**src/rtl/kernel_launch_ctrl.sv**
```systemverilog
// kernel_launch_ctrl: issues ap_start a requested number of times, waits on ap_done, reports runs/cycles/timeout.
module kernel_launch_ctrl #(
  parameter int CNT_WIDTH = 16,
  parameter int CYC_WIDTH = 32,
  parameter int TIMEOUT   = 0
) (
  input  logic                 clk,
  input  logic                 rst,
  input  logic                 cmd_valid,
  output logic                 cmd_ready,
  input  logic [CNT_WIDTH-1:0] cmd_count,
  output logic                 ap_start,
  input  logic                 ap_ready,
  input  logic                 ap_done,
  output logic                 rsp_valid,
  input  logic                 rsp_ready,
  output logic [CNT_WIDTH-1:0] rsp_runs,
  output logic [CYC_WIDTH-1:0] rsp_cycles,
  output logic                 rsp_timeout,
  output logic                 busy
);
  typedef enum logic [1:0] {IDLE, LAUNCH, WAIT, RESP} state_t;
  state_t state, next;
  logic [CNT_WIDTH-1:0] count, runs;
  logic [CYC_WIDTH-1:0] cycles, wd;
  logic tflag, active, tout, more;
  assign active = state == LAUNCH || state == WAIT;
  // expiry only counts when the cycle carries no terminating event, so a tie goes to the event
  assign tout = TIMEOUT != 0 && wd == CYC_WIDTH'(TIMEOUT - 1) &&
                (state == LAUNCH ? !ap_ready : state == WAIT && !ap_done);
  assign more = ({1'b0, runs} + (CNT_WIDTH+1)'(1)) < {1'b0, count};
  always_ff @(posedge clk) begin
    if (rst) state <= IDLE;
    else state <= next;
  end
  always_comb begin
    next = state;
    case (state)
      IDLE:    next = cmd_valid ? (cmd_count == '0 ? RESP : LAUNCH) : IDLE;
      LAUNCH:  next = ap_ready ? WAIT : tout ? RESP : LAUNCH;
      WAIT:    next = ap_done ? (more ? LAUNCH : RESP) : tout ? RESP : WAIT;
      default: next = rsp_ready ? IDLE : RESP;
    endcase
  end
  always_comb begin
    cmd_ready   = state == IDLE;
    ap_start    = state == LAUNCH;
    rsp_valid   = state == RESP;
    busy        = state != IDLE;
    rsp_runs    = runs;
    rsp_cycles  = cycles;
    rsp_timeout = tflag;
  end
  always_ff @(posedge clk) begin
    if (rst) begin
      count  <= '0;
      runs   <= '0;
      cycles <= '0;
      wd     <= '0;
      tflag  <= 1'b0;
    end else begin
      if (state == IDLE && cmd_valid) begin
        count  <= cmd_count;
        runs   <= '0;
        cycles <= '0;
        tflag  <= 1'b0;
      end
      if (active && !(&cycles)) cycles <= cycles + CYC_WIDTH'(1);
      if (state == WAIT && ap_done) runs <= runs + CNT_WIDTH'(1);
      if (tout) tflag <= 1'b1;
      wd <= (next == LAUNCH && state != LAUNCH) ? '0 : active ? wd + CYC_WIDTH'(1) : wd;
    end
  end
endmodule

```
**config.mk**
```make
export PLATFORM = sky130hd
export DESIGN_NAME = kernel_launch_ctrl
export DESIGN_NICKNAME = d
export VERILOG_FILES = /design/src/rtl/kernel_launch_ctrl.sv
export SDC_FILE = /design/constraint.sdc
export NUM_CORES = 1
export LEC_CHECK = 0
export CAP_MARGIN = 5
export CORE_ASPECT_RATIO = 0.75
export CORE_MARGIN = 2
export CORE_UTILIZATION = 45
export DETAILED_ROUTE_END_ITERATION = 6
export PLACE_DENSITY_LB_ADDON = 0.12
export SYNTH_ARGS = -nofsm -noshare
export SYNTH_HDL_FRONTEND = slang
export SYNTH_SLANG_ARGS = --single-unit
export TNS_END_PERCENT = 20
```
**constraint.sdc**
```tcl
create_clock -name clk -period 4.2 [get_ports clk]
set_input_delay 0.63 -clock clk [delete_from_list [all_inputs] [get_ports clk]]
set_output_delay 0.63 -clock clk [all_outputs]
set_load 0.05 [all_outputs]
```
==> metrics.md, run 1 <==
| Metric | Value |
|---|---|
| Critical Path, Cell by Cell | nand3_1, nor4_1, nand4_1, xnor2_1, ha_1, a21o_1, a211o_1, a2111o_1, a311oi_1, nor2_1 |
| Vias | 3,824 |
| Net Sw Frac | 26.5% |
| CP max stage delay | 0.61 ns |
| Clock skew | 0.00622 ns |
| Async SR Flop Fraction | 0% |
| Peak VDD IR | 0.217 mV |
| Nets | 590 |
| Mapped Cells | 481 |
| Initial antenna violation count | 0 |
| Logic pwr share | 12.9% |
| Critical Path Source | rsp_runs[2] |
| Final non-filler cell area | 0.00492 sq mm |
| Core Rows | 29 |
| Avg Cell Area, Syn | 8.05 sq um |
| Worst path required time | 4.41 ns |
| Worst slew pin tran | 0.962 ns |
| Post-CTS setup buffer count | 0 |
| Slew margin rel. | 35.9% |
| Placer Congestion | 0.830 |
| Clock buffer depth | 2 |
| Most used DFF post-synth | dfxtp_1 |
| Port Buffers | 73 |
| Area of the core | 0.00842 sq mm |
| Clock sinks | 66 |
| Setup CP Type | reg2reg |
| Max Cap Viol | 0 |
| Net Count, Synth | 524 |
| Switch Pwr | 409 uW |
| Post-route DRC | 0 |
| Die ar. | 0.00937 sq mm |
| Status | complete, no violations |
| Reg2reg start | rsp_runs[2] |
| Share of post-route cells with drive strength above 1 | 5.99% |
| Top cell type's share of synthesized area | 34.1% |
| Top-count cell post-synth | dfxtp_1 |
| GRT Residual Overflow | 0 |
| Antenna Cells | 0 |
| Hold Vio Cnt, Final | 0 |
| Setup ws final | 0.972 ns |
| Part of the cycle the worst path needs | 76.9% |
| CP arrival | 3.44 ns |
| Type of origin of the critical path | register |
| Final setup viols | 0 |
| Post-DP HPWL | 7650 um |
| Min-Delay Path Class | reg2reg |
| PD cells | 314 mW/mm^2 |
| Tot GR Track Use | 22.9% |
| Clock group share of total power | 44.9% |
| DIE WIDTH | 111 um |
| RSZ-0062 raised after global routing | false |
| Synth top area cells | dfxtp_1, ha_1, nand2_1 |
| Final min period | 3.23 ns |
| CTS clk-pin slew, worst paths | 0.06 ns |
| EDFF count, synth | 0 |
| Area growth from synthesis to final layout | 27.1% |
| Max FO, Critical Path | 8 |
| Post-Syn Area | 0.00387 sq mm |
| Slowest CP cell | nor4_1 |
| Fin util | 58.5% |
| Starting Density | 46.0% |
| Root Buffer | clkbuf_16 |
| Sequential share of the synthesized area | 34.1% |
| Leakage | 1.84 nW |
| Die Ht | 84.3 um |
| 1st-pass router iterations | 5 |
| Internal | 1.14 mW |
| CP endpoint kind | register |
| Final WL | 10,500 um |
| Wire length per cell | 16.0 um |
| TritonCTS clock tree | done |
| Area after DPL | 0.00465 sq mm |
| H-tree levels | 3 |
| #FFs+latches synth | 66 |
| Vias in the first global route | 3,466 |
| Wire length of the first global-routing pass | 17,300 um |
| Fmax | 0.310 GHz |
| Synth unique cells | 59 |
| Setup TNS | 0 ns |
| CP Buf/Inv Count | 0 |
| Post-synth top cells | dfxtp_1, nand2_1, a21oi_1, nand3_1, inv_1 |
| Largest net degree at the start of global routing | 39 |
| Post-CTS sizing | 0 |
| Min-delay src | count[1] |
| Largest area contributor in the netlist | dfxtp_1 |
| I/O pin count | 75 |
| Initial DRC Count | 214 |
| Synth warn | 0 |
| Hold-fix buffers, CTS | 0 |
| Final slew viol count | 0 |
| Sequential Power Share | 42.1% |
| Antenna Nets Post-Route | 0 |
| PnR Total Power | 1.54 mW |
| Post-place setup slack | 0.984 ns |
| Avg Vias per Cell | 5.80 |
| Crit-path leading delay family | simple AND/OR/NAND/NOR gates |
| Worst-Skew Late Latency | 0.33 ns |
| Num CTS Buffers | 9 |
[layout make-up]
cell class | instances | area (sq um)
Fill cell | 823 | 3500
Tap cell | 108 | 135
Inverter | 28 | 105
Clock buffer | 12 | 256
Sequential cell | 66 | 1320
Timing Repair Buffer | 76 | 753
Multi-Input combinational cell | 366 | 2330
Clock inverter | 3 | 15.0
[metrics by stage]
step                      hold slack, ns  std cells
after floorplan                    0.432        481
after global placement             0.445        644
after detailed placement           0.448        644
after CTS                          0.455        659
after global routing               0.471        659
final                              0.454        659
[layout by cell type (no fill, tap or decap), types with 3 or more instances in the layout]
cell type and instances:
clkdlybuf4s50_1 73, dfxtp_1 66, nand2_1 61, a21oi_1 44, nand3_1 33, inv_1 28
nor2_1 25, ha_1 21, o21ai_0 16, nor4_1 14, nand4_1 14, xnor2_1 11
nor3_1 10, xor2_1 9, and3_1 9, or3_1 9, clkbuf_16 9, or4_1 8
and2_1 6, o31ai_1 6, a211o_1 6, and4_1 5, a22oi_1 5, nor4b_1 3
or2_2 3, a22o_1 3, a31o_2 3, o211ai_1 3, clkinv_2 3, buf_4 3
[sequential cells by signal, indices dropped and copies added (netlist names)]
signal	cells
rsp_cycles	32
state	2
count	16
rsp_runs	16
[kinds of logic after synthesis]
| group | Yosys count | synth area share [%] |
|---|---|---|
| compound gates | 109 | 19.2 |
| xor+xnor | 20 | 4.52 |
| other cells | 1 | 0.0969 |
| simple gates | 213 | 29.2 |
| mux | 2 | 0.517 |
| fa+ha+maj | 21 | 6.79 |
| flops | 66 | 34.1 |
| buf+inv | 49 | 5.56 |
[power by group through the flow]
stage / combinational (mW) / clock, mW / sequential [mW]
after floorplan: 0.133 / 0 / 0.668
after global placement: 0.196 / 0 / 0.663
after detailed placement: 0.199 / 0 / 0.664
after CTS: 0.200 / 0.708 / 0.651
after global routing: 0.220 / 0.729 / 0.653
final: 0.200 / 0.694 / 0.651
[routing by layer]
metal  track usage, %  up-vias  routed length, um
li1                 -     1899                  -
met1             34.5     1781               5500
met2             32.7      125               4200
met3             5.42       19                687
met4             5.84        0                144
met5                0        -                  0
[worst paths after layout]
path         endpoint  slack, ns  cells after the start
min          count[1]       0.45                      2
max reg2reg  state[1]       0.97                     10
min reg2reg  count[1]       0.45                      2
max          state[1]       0.97                     10
[worst register-to-register path, stage by stage (launching register included)]
cell and delay [ns]:
dfxtp_1 0.44, nand3_1 0.26, nor4_1 0.61, nand4_1 0.19
xnor2_1 0.25, ha_1 0.29, a21o_1 0.16, a211o_1 0.30
a2111o_1 0.28, a311oi_1 0.26, nor2_1 0.08
(Power assumes the default switching activity.)
==> run 2, diff against run 1 <==
==> constraint.sdc (replaced) <==
create_clock -name clk -period 2.6 [get_ports clk]
set_input_delay 0.39 -clock clk [delete_from_list [all_inputs] [get_ports clk]]
set_output_delay 0.39 -clock clk [all_outputs]
set_load 0.05 [all_outputs]
==> run 2 against run 1 <==
Net effect:
- die area unchanged
- via count increased by 5.5%
- core utilization grew 4.7 points
- worst setup slack lost 0.92 ns
- final area rose by 8.0%
- global-route usage grew 1.2 points
- cell count is 5.3% higher
- hold slack got worse by 0.0020 ns
- non-clock buffer count is 35 higher
- largest cell class unchanged
- largest power group unchanged
- highest routed layer unchanged
==> metrics.md, run 2 (same netlist as run 1, synthesis figures left out) <==
| Metric | Value |
|---|---|
| Initial antenna violation count | 0 (unchanged) |
| Fmax | 0.392 GHz (was 0.310 GHz) |
| Post-DP HPWL | 8360 um (was 7650 um) |
| Area of the core | 0.00842 sq mm (unchanged) |
| Part of the cycle the worst path needs | 98.2% (was 76.9%) |
| Layout filler cell count | 734 (was 823) |
| WHS | 0.452 ns (was 0.454 ns) |
| CP arrival | 2.76 ns (was 3.44 ns) |
| Final min period | 2.55 ns (was 3.23 ns) |
| GRT Residual Overflow | 0 (unchanged) |
| Worst slew pin tran | 0.702 ns (was 0.962 ns) |
| CP Buf/Inv Count | 1 (was 0) |
| Worst path required time | 2.81 ns (was 4.41 ns) |
| TritonCTS clock tree | done (unchanged) |
| Placer Congestion | 0.918 (was 0.830) |
| RSZ-0062 raised after global routing | true (was false) |
| Root Buffer | clkbuf_16 (unchanged) |
| Min-Delay Path Class | reg2reg (unchanged) |
| Final WL | 11,400 um (was 10,500 um) |
| Setup TNS | 0 ns (unchanged) |
| Leakage | 2.09 nW (was 1.84 nW) |
| Core Rows | 29 (unchanged) |
| Sequential Area | 0.00136 sq mm (was 0.00132 sq mm) |
| Die Ht | 84.3 um (unchanged) |
| Starting Density | 46.0% (unchanged) |
| Peak VDD IR | 0.301 mV (was 0.217 mV) |
| Wire length per cell | 16.4 um (was 16.0 um) |
| Most common cell after layout, fill and taps aside | clkdlybuf4s50_1 (unchanged) |
| Max FO, Critical Path | 2 (was 8) |
| Area growth from synthesis to final layout | 37.3% (was 27.1%) |
| Hold Vio Cnt, Final | 0 (unchanged) |
| Nets | 625 (was 590) |
| Wire length of the first global-routing pass | 18,400 um (was 17,300 um) |
| Vias in the first global route | 3,664 (was 3,466) |
| Clock sinks | 66 (unchanged) |
| Antenna Nets Post-Route | 0 (unchanged) |
| Die ar. | 0.00937 sq mm (unchanged) |
| Num CTS Buffers | 9 (unchanged) |
| H-tree levels | 3 (unchanged) |
| Area of the multi-input gates | 0.00241 sq mm (was 0.00233 sq mm) |
| Post-place setup slack | -0.0225 ns (was 0.984 ns) |
| Antenna Cells | 0 (unchanged) |
| Max reg flops | 32 (unchanged) |
| CTS clk-pin slew, worst paths | 0.06 ns (about the same) |
| Status | complete, no violations (unchanged) |
| Final setup viols | 0 (unchanged) |
| I/O pin count | 75 (unchanged) |
| 1st-pass router iterations | 4 (was 5) |
| Setup CP Type | reg2reg (unchanged) |
| Reg2reg start | rsp_runs[5] (was rsp_runs[2]) |
| Slew margin rel. | 53.0% (was 35.9%) |
| Vias | 4,034 (was 3,824) |
| Largest net degree at the start of global routing | 24 (was 39) |
| Setup ws final | 0.0470 ns (was 0.972 ns) |
| Tot GR Track Use | 24.0% (was 22.9%) |
| Share of post-route cells with drive strength above 1 | 15.0% (was 5.99%) |
| Post-route DRC | 0 (unchanged) |
| DIE WIDTH | 111 um (unchanged) |
| Post-CTS setup buffer count | 0 (unchanged) |
| Worst-Skew Late Latency | 0.33 ns (about the same) |
| Most frequent cells in the layout | clkdlybuf4s50_1, nand2_1, dfxtp_1 (was clkdlybuf4s50_1, dfxtp_1, nand2_1) |
| Min-delay src | count[0] (was count[1]) |
| Critical Path Source | rsp_runs[5] (was rsp_runs[2]) |
| Slowest CP cell | dfxtp_4 (was nor4_1) |
| Max Cap Viol | 0 (unchanged) |
| Clock skew | 0.00812 ns (was 0.00622 ns) |
| CP endpoint kind | register (unchanged) |
| Final slew viol count | 0 (unchanged) |
| Critical Path, Cell by Cell | inv_1, nor4_4, nand4_1, xnor2_2, ha_1, a21o_1, a211o_1, a2111o_1, a311oi_2, nor2_1 (was nand3_1, nor4_1, nand4_1, xnor2_1, ha_1, a21o_1, a211o_1, a2111o_1, a311oi_1, nor2_1) |
| Avg Vias per Cell | 5.81 (was 5.80) |
| Initial DRC Count | 285 (was 214) |
| PD cells | 493 mW/mm^2 (was 314 mW/mm^2) |
| Port Buffers | 73 (unchanged) |
| CP max stage delay | 0.35 ns (was 0.61 ns) |
| Clock buffer depth | 2 (unchanged) |
| Type of origin of the critical path | register (unchanged) |
| Crit-path leading delay family | compound AO/OA/AOI/OAI gates (was simple AND/OR/NAND/NOR gates) |
-- run 2: changes by cell type in the layout (fill, tap and decap cells not counted), sizes merged --
cell	change
buf	+35
bufinv	+1
clkinv	-1
-- run 2: cell type report --
class | instances | area share [%]
clock buffers | 12 | 4.83
well taps | 108 | 2.54
flip-flops and latches | 66 | 25.5
repair buffers | 111 | 19.1
multi-input cells | 366 | 45.3
inverters | 28 | 1.98
clock inverters | 3 | 0.753
-- run 2: per-stage QoR --
stage / power, mW / area (sq um) / cells / utilization, %
after global placement: 1.41 / 4970 / 679 / 59.1
final: 2.62 / 5320 / 694 / 63.1
after global routing: 2.72 / 5320 / 694 / 63.1
after CTS: 2.64 / 5280 / 694 / 62.8
after floorplan: 1.29 / 3930 / 481 / -
after detailed placement: 1.42 / 4970 / 679 / 59.1
-- run 2: report_power, final --
part | leakage (nW) | switching, mW | internal, mW
combinational | 1.39 | 0.227 | 0.136
sequential | 0.542 | 0.0130 | 1.03
clock | 0.148 | 0.432 | 0.786
-- run 2: path summary, 6_finish.rpt --
check | to | slack (ns) | cells past startpoint
setup / recovery | state[1] | 0.05 | 10
hold / removal | count[0] | 0.45 | 2
setup reg to reg | state[1] | 0.05 | 10
hold reg to reg | count[0] | 0.45 | 2
-- run 2: worst register-to-register path: cells and delay by family (launching register included) --
kind                       cells  cell delay, ns
AOI/OAI and AO/OA              4            1.01
and+or+nand+nor                3            0.53
DFF                            1            0.35
adders and majority gates      1            0.30
buffers and inverters          1            0.07
xor gates and xnor gates       1            0.18
-- run 2: metal layers --
metal / wire length, um / share of wire (%) / vias to the layer above / track usage, %
met2: 4680 / 41 / 135 / 35.1
met3: 774 / 6.8 / 12 / 5.92
met4: 133 / 1.2 / 0 / 6.40
met5: 0 / 0 / - / 0
met1: 5760 / 51 / 1921 / 35.4
li1: - / - / 1966 / -
-- run 2: repair_timing --
action | 4_1_cts | 5_1_grt
pin swaps | 0 | 2
hold endpoints to repair | 0 | 0
hold buffers | 0 | 0
gates resized for setup | 2 | 6
setup endpoints to repair | 1 | 1
==> run 3, diff against run 2 <==
--- a/config.mk
+++ b/config.mk
@@ -5,10 +5,12 @@
 export SDC_FILE = /design/constraint.sdc
 export NUM_CORES = 1
 export LEC_CHECK = 0
+export ABC_AREA = 1
 export CAP_MARGIN = 5
 export CORE_ASPECT_RATIO = 0.75
 export CORE_MARGIN = 2
 export CORE_UTILIZATION = 45
+export CTS_BUF_LIST = sky130_fd_sc_hd__clkbuf_16
 export DETAILED_ROUTE_END_ITERATION = 6
 export PLACE_DENSITY_LB_ADDON = 0.12
 export SYNTH_ARGS = -nofsm -noshare
==> run 3 against run 2 <==
Net effect:
- the run now ends with design-rule violations left
- combinational power is 3% higher
- maximum frequency rose by 1.6%
- worst setup slack gained 0.039 ns
- global-route usage fell by 0.52 points
- sequential cell count did not move
- non-clock buffer count fell by 22
- cell count rose by 11%
- clock skew decreased by 0.0012 ns
- wire length is 1.6% higher
- synthesized area grew 3.5%
- sequential share of layout area is 0.054 points lower
- critical path type unchanged
- largest cell class unchanged
- largest power group is now registers
==> metrics.md, run 3 <==
| Metric | Value |
|---|---|
| Synth Area in XOR/XNOR | 2.62% (was 4.52%) |
| Net Sw Frac | 27.7% (was 25.6%) |
| Starting Density | 46.8% (was 46.0%) |
| DIE WIDTH | 113 um (was 111 um) |
| Synth top area cells | dfxtp_1, nand2_1, a21oi_1 (was dfxtp_1, ha_1, nand2_1) |
| Core Rows | 29 (unchanged) |
| Most common cell after layout, fill and taps aside | nand2_1 (was clkdlybuf4s50_1) |
| Compound-Gate Fraction of Synth Area | 16.3% (was 19.2%) |
| Type of origin of the critical path | register (unchanged) |
| Post-synth top cells | nand2_1, inv_1, a21oi_1, dfxtp_1, nor2_1 (was dfxtp_1, nand2_1, a21oi_1, nand3_1, inv_1) |
| Mux cell area share after synthesis | 0% (was 0.517%) |
| Initial antenna violation count | 0 (unchanged) |
| I/O pin count | 75 (unchanged) |
| Fmax | 0.398 GHz (was 0.392 GHz) |
| Most frequent cells in the layout | nand2_1, inv_1, clkdlybuf4s50_1 (was clkdlybuf4s50_1, nand2_1, dfxtp_1) |
| Share of post-route cells with drive strength above 1 | 14.1% (was 15.0%) |
| Initial DRC Count | 264 (was 285) |
| Wire length of the first global-routing pass | 18,200 um (was 18,400 um) |
| H-tree levels | 3 (unchanged) |
| EDFF count, synth | 0 (unchanged) |
| Max FO, Critical Path | 4 (was 2) |
| Final non-filler cell area | 0.00526 sq mm (was 0.00532 sq mm) |
| RSZ-0062 raised after global routing | true (unchanged) |
| Setup ws final | 0.0863 ns (was 0.0470 ns) |
| Setup TNS | 0 ns (unchanged) |
| Sequential Power Share | 42.7% (was 39.7%) |
| Part of the cycle the worst path needs | 96.7% (was 98.2%) |
| Final min period | 2.51 ns (was 2.55 ns) |
| Final std cells w/o fill | 773 (was 694) |
| PD cells | 469 mW/mm^2 (was 493 mW/mm^2) |
| Switch Pwr | 683 uW (was 672 uW) |
| Area of the core | 0.00856 sq mm (was 0.00842 sq mm) |
| Post-Syn Area | 0.00401 sq mm (was 0.00387 sq mm) |
| Post-place setup slack | -0.0664 ns (was -0.0225 ns) |
| Mapped Cells | 580 (was 481) |
| Die Ht | 85.7 um (was 84.3 um) |
| Clock buffer depth | 2 (unchanged) |
| Wire length per cell | 14.9 um (was 16.4 um) |
| Post-synthesis adder-cell area fraction | 6.56% (was 6.79%) |
| Root Buffer | clkbuf_16 (unchanged) |
| 1st-pass router iterations | 6 (was 4) |
| Final slew viol count | 0 (unchanged) |
| Hold Vio Cnt, Final | 0 (unchanged) |
| Leakage | 2.10 nW (was 2.09 nW) |
| Synth warn | 0 (unchanged) |
| Antenna Nets Post-Route | 0 (unchanged) |
| CP arrival | 2.77 ns (was 2.76 ns) |
| Area growth from synthesis to final layout | 31.2% (was 37.3%) |
| #FFs+latches synth | 66 (unchanged) |
| Vias | 4,119 (was 4,034) |
| Worst slew pin tran | 0.594 ns (was 0.702 ns) |
| WHS | 0.462 ns (was 0.452 ns) |
| Largest area contributor in the netlist | dfxtp_1 (unchanged) |
| Combinational family with the most area after synthesis | simple AND/OR/NAND/NOR gates (unchanged) |
| Synth unique cells | 42 (was 59) |
| Setup CP Type | reg2reg (unchanged) |
| Peak VDD IR | 0.365 mV (was 0.301 mV) |
| Avg Vias per Cell | 5.33 (was 5.81) |
| CP endpoint kind | register (unchanged) |
| Simple-gate portion of the synthesized area | 30.4% (was 29.2%) |
| Sequential share of the synthesized area | 33.0% (was 34.1%) |
| Most used DFF post-synth | dfxtp_1 (unchanged) |
| Fin util | 61.4% (was 63.1%) |
| Async SR Flop Fraction | 0% (unchanged) |
| Worst-Skew Late Latency | 0.33 ns (about the same) |
| Clock group share of total power | 42.1% (was 46.4%) |
| Clock sinks | 66 (unchanged) |
| PnR Total Power | 2.46 mW (was 2.62 mW) |
| Status | complete, but fails checks (was complete, no violations) |
| Port Buffers | 73 (unchanged) |
| Post-DP HPWL | 8190 um (was 8360 um) |
| Num CTS Buffers | 9 (unchanged) |
| CTS clk-pin slew, worst paths | 0.05 ns (was 0.06 ns) |
| Clock skew | 0.00695 ns (was 0.00812 ns) |
| Slew margin rel. | 60.1% (was 53.0%) |
| Net Count, Synth | 623 (was 524) |
| Tot GR Track Use | 23.5% (was 24.0%) |
| GRT Residual Overflow | 0 (unchanged) |
| Failing checks | design-rule violations |
| Hold-fix buffers, CTS | 0 (unchanged) |
| Nets | 705 (was 625) |
| Antenna Cells | 0 (unchanged) |
| Max reg flops | 32 (unchanged) |
| Top-count cell post-synth | nand2_1 (was dfxtp_1) |
| Max Cap Viol | 0 (unchanged) |
| Layout filler cell count | 783 (was 734) |
| Largest net degree at the start of global routing | 33 (was 24) |
| Vias in the first global route | 3,704 (was 3,664) |
| Final setup viols | 0 (unchanged) |
| Logic pwr share | 15.2% (was 13.9%) |
| Post-route DRC | 4 (was 0) |
| Final WL | 11,500 um (was 11,400 um) |
| Avg Cell Area, Syn | 6.91 sq um (was 8.05 sq um) |
| Min-Delay Path Class | reg2reg (unchanged) |
| Placer Congestion | 0.893 (was 0.918) |
| TritonCTS clock tree | done (unchanged) |
| Top cell type's share of synthesized area | 33.0% (was 34.1%) |
| Worst path required time | 2.85 ns (was 2.81 ns) |
| Internal | 1.78 mW (was 1.95 mW) |
| Die ar. | 0.00968 sq mm (was 0.00937 sq mm) |
| Area after DPL | 0.00484 sq mm (was 0.00497 sq mm) |
| Placed cells | 752 (was 679) |
==> run 3: cell types whose count changed in the layout (fill, tap and decap cells not counted), sizes merged, moves of 17 or more <==
cell	delta
nand2	+72
o21ai	+17
buf	-22
a21oi	+28
nor2	+17
inv	+63
==> run 3: power by group through the flow <==
stage               clock, mW  sequential [mW]  combinational, mW
global placement            0             1.07              0.358
finish                   1.04             1.05              0.374
CTS                      1.06             1.05              0.367
detailed placement          0             1.07              0.364
global route             1.09             1.06              0.407
floorplan                   0             1.09              0.246
==> run 3: critical path: stages (launching register included) <==
cell and delay [ns]:
dfxtp_4 0.39, nand3_4 0.09, inv_2 0.06, nand4_1 0.11
nor2_2 0.16, buf_4 0.13, xnor2_1 0.10, inv_1 0.07
ha_1 0.27, nand2_1 0.10, nor4_1 0.45, nand4_1 0.15
nand3_1 0.10, nand2_1 0.05, nand2_1 0.05, nand2_1 0.05
a21oi_1 0.11
==> run 3: final cells by class <==
type	instances	area, sq um	share of cell area, %
clock buffer	9	225	4.28
clock inverter	5	18.8	0.357
tap	108	135	2.57
multi-input combinational	408	2360	44.9
sequential	66	1340	25.4
inverter	88	330	6.28
timing repair buffer	89	851	16.2
==> run 3: kinds of logic (layout without fill, tap and decap cells) <==
family | after synthesis | count (layout)
AND/OR/NAND/NOR | 256 | 256
AO/OA/AOI/OAI | 118 | 118
buffers and inverters | 106 | 191
flip-flops | 66 | 66
adder cells (fa/ha/maj) | 21 | 21
XOR/XNOR | 12 | 12
other | 1 | 1
==> run 3: worst paths after layout <==
check | startpoint | end | slack [ns] | cells past startpoint
worst max-delay path | rsp_runs[1] | state[1] | 0.09 | 16
worst min-delay path | count[12] | count[12] | 0.46 | 2
worst max register to register | rsp_runs[1] | state[1] | 0.09 | 16
worst min register to register | count[12] | count[12] | 0.46 | 2
==> run 3: metal layers <==
metal	global-route usage, %	wire [um]	part of all wire, %	vias to the layer above
li1	-	-	-	2063
met1	34.2	5680	49	1899
met2	35.0	4900	42	144
met3	5.16	825	7.1	13
met4	6.76	133	1.2	0
met5	0	0	0	-
==> run 3: repair_timing <==
item,in CTS,in global routing
setup endpoints to repair,1,1
pin swaps,4,10
setup buffers,2,5
gates cloned,0,0
resized for setup,6,22
